<file path="config.mk">
export PLATFORM = sky130hd
export DESIGN_NAME = sequence_detector_moore
export DESIGN_NICKNAME = d
export VERILOG_FILES = /design/src/rtl/sequence_detector_moore.sv
export SDC_FILE = /design/constraint.sdc
export NUM_CORES = 1
export LEC_CHECK = 0
export ABC_AREA = 1
export BUFFER_PORTS_ARGS = -buffer_cell sky130_fd_sc_hd__buf_2
export CORE_AREA = 4 4 41 43
export CTS_BUF_LIST = sky130_fd_sc_hd__clkbuf_4 sky130_fd_sc_hd__clkbuf_8 sky130_fd_sc_hd__clkbuf_16
export DETAILED_ROUTE_END_ITERATION = 16
export DIE_AREA = 0 0 45 47
export SETUP_SLACK_MARGIN = 0.1
export SLEW_MARGIN = 20
export SYNTH_ARGS = -nofsm -noshare
export SYNTH_HDL_FRONTEND = slang
export SYNTH_SLANG_ARGS = --single-unit
</file>
<file path="constraint.sdc">
create_clock -name clock -period 2.3 [get_ports clock]
set_clock_uncertainty 0.1 [all_clocks]
set_input_delay 0.345 -clock clock [delete_from_list [all_inputs] [get_ports clock]]
set_output_delay 0.345 -clock clock [all_outputs]
set_load 0.005 [all_outputs]
</file>
<file path="src/rtl/sequence_detector_moore.sv">
// ============================================================================
// sequence_detector_moore - serial Moore pattern detector (default 1011).
// Optional match counter enabled by defining SEQ_DET_COUNT_EN.
// Revision: 1.0
// ============================================================================
`default_nettype none

module sequence_detector_moore #(
  parameter int                       PATTERN_WIDTH = 4,
  parameter logic [PATTERN_WIDTH-1:0] PATTERN       = 4'b1011,
  parameter bit                       OVERLAP       = 1'b1,
  parameter int                       COUNT_WIDTH   = 8
) (
  input  logic clock,
  input  logic reset,
  input  logic sequence_in,
  output logic detector_out
`ifdef SEQ_DET_COUNT_EN
  ,
  output logic [COUNT_WIDTH-1:0] match_count
`endif
);

  localparam int            STATE_W   = $clog2(PATTERN_WIDTH + 1);
  localparam int            NUM_CODES = 1 << STATE_W;
  localparam logic [STATE_W-1:0] S0   = '0;
  localparam logic [STATE_W-1:0] SN   = STATE_W'(PATTERN_WIDTH);

  // KMP transition evaluated at elaboration: longest prefix of PATTERN that
  // is a suffix of (prefix of length k, then b), capped below a full
  // N+1-bit string so the match state itself is never re-entered trivially.
  function automatic int delta(input int k, input bit b);
    bit [16:0] s;
    int        k_eff;
    int        len;
    int        best;
    bit        ok;
    k_eff = (k == PATTERN_WIDTH && !OVERLAP) ? 0 : k;
    len   = k_eff + 1;
    s     = '0;
    for (int i = 0; i < 17; i++) begin
      if (i < k_eff) s[i] = PATTERN[PATTERN_WIDTH-1-i];
    end
    s[k_eff] = b;
    best = 0;
    for (int j = 1; j <= PATTERN_WIDTH; j++) begin
      if (j <= len) begin
        ok = 1'b1;
        for (int i = 0; i < PATTERN_WIDTH; i++) begin
          if (i < j && s[len-j+i] != PATTERN[PATTERN_WIDTH-1-i]) ok = 1'b0;
        end
        if (ok) best = j;
      end
    end
    return best;
  endfunction

  logic [STATE_W-1:0] next_on0 [NUM_CODES];
  logic [STATE_W-1:0] next_on1 [NUM_CODES];
  logic [STATE_W-1:0] state;
  logic [STATE_W-1:0] next_state;

  for (genvar c = 0; c < NUM_CODES; c++) begin : g_table
    if (c <= PATTERN_WIDTH) begin : g_valid
      localparam int NEXT0 = delta(c, 1'b0);
      localparam int NEXT1 = delta(c, 1'b1);
      assign next_on0[c] = STATE_W'(NEXT0);
      assign next_on1[c] = STATE_W'(NEXT1);
    end else begin : g_unused
      // Illegal encodings recover to the idle state on the next edge.
      assign next_on0[c] = S0;
      assign next_on1[c] = S0;
    end
  end

  assign next_state = sequence_in ? next_on1[state] : next_on0[state];

  always_ff @(posedge clock) begin
    if (reset) begin
      state        <= S0;
      detector_out <= 1'b0;
    end else begin
      state        <= next_state;
      detector_out <= (next_state == SN);
    end
  end

`ifdef SEQ_DET_COUNT_EN
  always_ff @(posedge clock) begin
    if (reset) begin
      match_count <= '0;
    end else if (next_state == SN) begin
      match_count <= match_count + 1'b1;
    end
  end
`endif

endmodule

`default_nettype wire

</file>
==> summary.txt <==
Status
  – Outcome: finished, final reports clean

Drt
  – Post-DRT Antenna Nets: 0
  – Routed length per instance: 7.68 um
  – Routed Wire Length: between 300 and 400 um
  – Number of design-rule violations left by the first detailed-router iteration: 6
  – DRC Markers: 0
  – Overall via count from detail_route: 146
  – Vias per std cell: ~3.6
  – Number of optimization iterations in the first detailed-route pass: 3

Critical path
  – Worst flop-to-flop path startpoint: state[0]
  – Nature of the critical path endpoint: output pin
  – Type of the setup path with the least slack: flop to output pin
  – Critical Path Max Stage Delay: between 0.2 and 0.3 ns
  – Peak fanout along the critical path: 1
  – Count of buffer and inverter cells on the critical path: 1
  – CP arrival: about 0.65 ns
  – Highest-delay cell along the critical path: sky130_fd_sc_hd__dfxtp_1
  – Crit path launch type: flop
  – Ordered list of cells on the worst path: buf_2
  – Origin of the worst setup path: detector_out
  – Category of cells accounting for the largest share of critical-path delay: flip-flops
  – Required time at the endpoint of the critical path: around 1.9 ns

Clock tree
  – TritonCTS Buffers: 3
  – Clock latency at the later pin of the worst-skew pair: approximately 0.24 ns
  – Worst-path clk slew: ~0.040 ns
  – CTS tree: yes
  – Maximum clock insertion buffer count: 2
  – Root cell of the clock tree: sky130_fd_sc_hd__clkbuf_4
  – Number of setup buffers added after CTS: 0
  – Total number of clock tree sinks: 4
  – Hold buffer count at CTS: 0
  – Depth of the CTS H-tree: 1
  – Number of cells upsized or downsized after cts: 0

Synthesis
  – Synthesized-area fraction occupied by and/or/nand/nor cells: between 20% and 30%
  – Count of flip-flops with a built-in enable after synthesis: 0
  – Post-synthesis average cell area: ~8 um2
  – Leading area contributor after synthesis: sky130_fd_sc_hd__dfxtp_1
  – Nets in the synthesized netlist: 23
  – Area fraction in compound gates after synthesis: 9.60%
  – Fraction of the mapped netlist area in adder cells: 0%
  – Number of standard cells after synthesis: 20
  – Most numerous cell types in the synthesized netlist: sky130_fd_sc_hd__dfxtp_1, sky130_fd_sc_hd__inv_1, sky130_fd_sc_hd__nand2_1, sky130_fd_sc_hd__a21oi_1, sky130_fd_sc_hd__nor4_1
  – Post-synthesis instance area: 156 um2
  – Leading cell types by total area after synthesis: sky130_fd_sc_hd__dfxtp_1, sky130_fd_sc_hd__inv_1, sky130_fd_sc_hd__nand2_1
  – Synth top area share: about 51%
  – Main synth FF type: sky130_fd_sc_hd__dfxtp_1
  – Warnings, synthesis: 0
  – XOR/XNOR share of the synthesized area: 0%
  – Share of async-settable or async-resettable flops after synthesis: 0%
  – Sequential-to-total area share from yosys stat: 51.2%
  – Dominant combinational cell family by area after synthesis: simple AND/OR/NAND/NOR gates
  – Post-synthesis sequential element count: 4
  – Mux contribution to synthesized area: 0%
  – Unique masters post-synth: 9

Global route
  – Met1 global-route usage: under 10%
  – Met3 usage: under 10%
  – Overall global routing resource usage: ~4.4%
  – Global routing met2 resource utilization: between 5 and 6%
  – Most utilized layer in the global route result: met2
  – Number of global-route vias before repair: 154
  – Antenna violations before repair: 0
  – Pin count of the biggest net entering global routing: 5
  – Total congestion overflow after global routing: 0
  – First-pass GRT wire length: approximately 560 um

Timing
  – Tmin final: 1.09 ns
  – Worst-margin pin slew: 0.221 ns
  – Setup repair after global routing missed its margin: no
  – Post-route setup slack: 1.21 ns
  – Final hold violation count: 0
  – Share of the clock period used by the worst path after layout: 47.5%
  – Highest attainable clock frequency: just over 900 MHz
  – Number of pins with negative max-slew slack in the final report: 0
  – Count of endpoints failing setup in the final report: 0
  – Rel. slew slack: a little under nine tenths
  – TNS Setup: 0 ns

Placement
  – Number of buffer cells added on primary ports: 3
  – Final weighted congestion in routability-driven placement: 0.781
  – Worst slack at placement: 1.22 ns
  – Post-detailed-placement half-perimeter wirelength: ~230 um

Final layout
  – Proportion of layout cells with a drive suffix above 1: between 20% and 30%
  – Synth-to-layout area growth: 36.0%
  – Final net count: 31
  – Number of inserted diodes: 0
  – Fill cells: 153
  – Final core utilization: 16.3%

Die
  – Die W: around 45 um
  – Die Y-Extent: around 47 um
  – I/O pin count: 4
  – Die footprint: between 0.002 and 0.0025 mm2
  – Effective utilization at floorplan: between 10% and 20%
  – Number of placement rows: 13
  – Area inside the core boundary: about 0.0013 mm2

Worst hold path
  – Worst hold path class: primary input to flop
  – HP Start: reset

Pwr
  – Total power divided by cell area: slightly above 800 mW/mm2
  – Maximum VDD drop: 257 uV
  – Leakage power total: 0.0000894 uW

Run
  – Total of max-cap violations: 0
## where the power goes
part | switching (uW) | total (uW) | internal [uW]
clock | 31.5 | 90.0 | 58.5
sequential | 1.27 | 72.8 | 71.6
combinational | 4.91 | 9.28 | 4.37
## cell type report
cell class | count | area (um2) | area share, %
Sequential cell | 4 | 80.1 | 37.6
Multi-Input combinational cell | 12 | 61.3 | 28.8
Clock buffer | 3 | 22.5 | 10.6
Tap cell | 15 | 18.8 | 8.82
Timing Repair Buffer | 3 | 15.0 | 7.06
Inverter | 4 | 15.0 | 7.06
## cell families (layout without fill, tap and decap cells)
| group | count (synthesis) | after routing |
|---|---|---|
| simple gates | 9 | 9 |
| compound gates | 3 | 3 |
| flops | 4 | 4 |
| buf+inv | 4 | 10 |
## per-layer routing
metal	vias to the layer above	wire, um	part of all wire (%)
li1	78	-	-
met1	62	127	40
met2	6	145	46
met3	0	42	13
met4	0	0	0
met5	-	0	0
## through the flow
| step | instance area [um2] | total power (uW) | hold WS [ns] | instances |
|---|---|---|---|---|
| finish | 213 | 172 | 0.180 | 41 |
| global route | 213 | 183 | 0.192 | 41 |
| CTS | 213 | 176 | 0.173 | 41 |
| detailed placement | 190 | 83.2 | 0.377 | 38 |
| global placement | 190 | 83.0 | 0.364 | 38 |
| floorplan | 156 | 79.8 | 0.314 | 20 |
## flip-flops by register name (all words and copies together), names as in the netlist
signal	flops
state	3
detector_out	1
## cells in the final DEF, fill, tap and decap left out, drive strengths merged
| cell type | n |
|---|---|
| o21ai | 1 |
| or2 | 1 |
| a21oi | 2 |
| nand2 | 4 |
| nor2 | 1 |
| clkbuf | 3 |
| nand4 | 1 |
| nor4 | 2 |
| dfxtp | 4 |
| inv | 4 |
| buf | 3 |
## final timing paths
kind                  end  slack [ns]  depth (start not counted)
max          detector_out        1.21                          1
min              state[1]        0.18                          2
max reg2reg      state[0]        1.38                          3
min reg2reg  detector_out        0.38                          1
(Power assumes the default switching activity.)
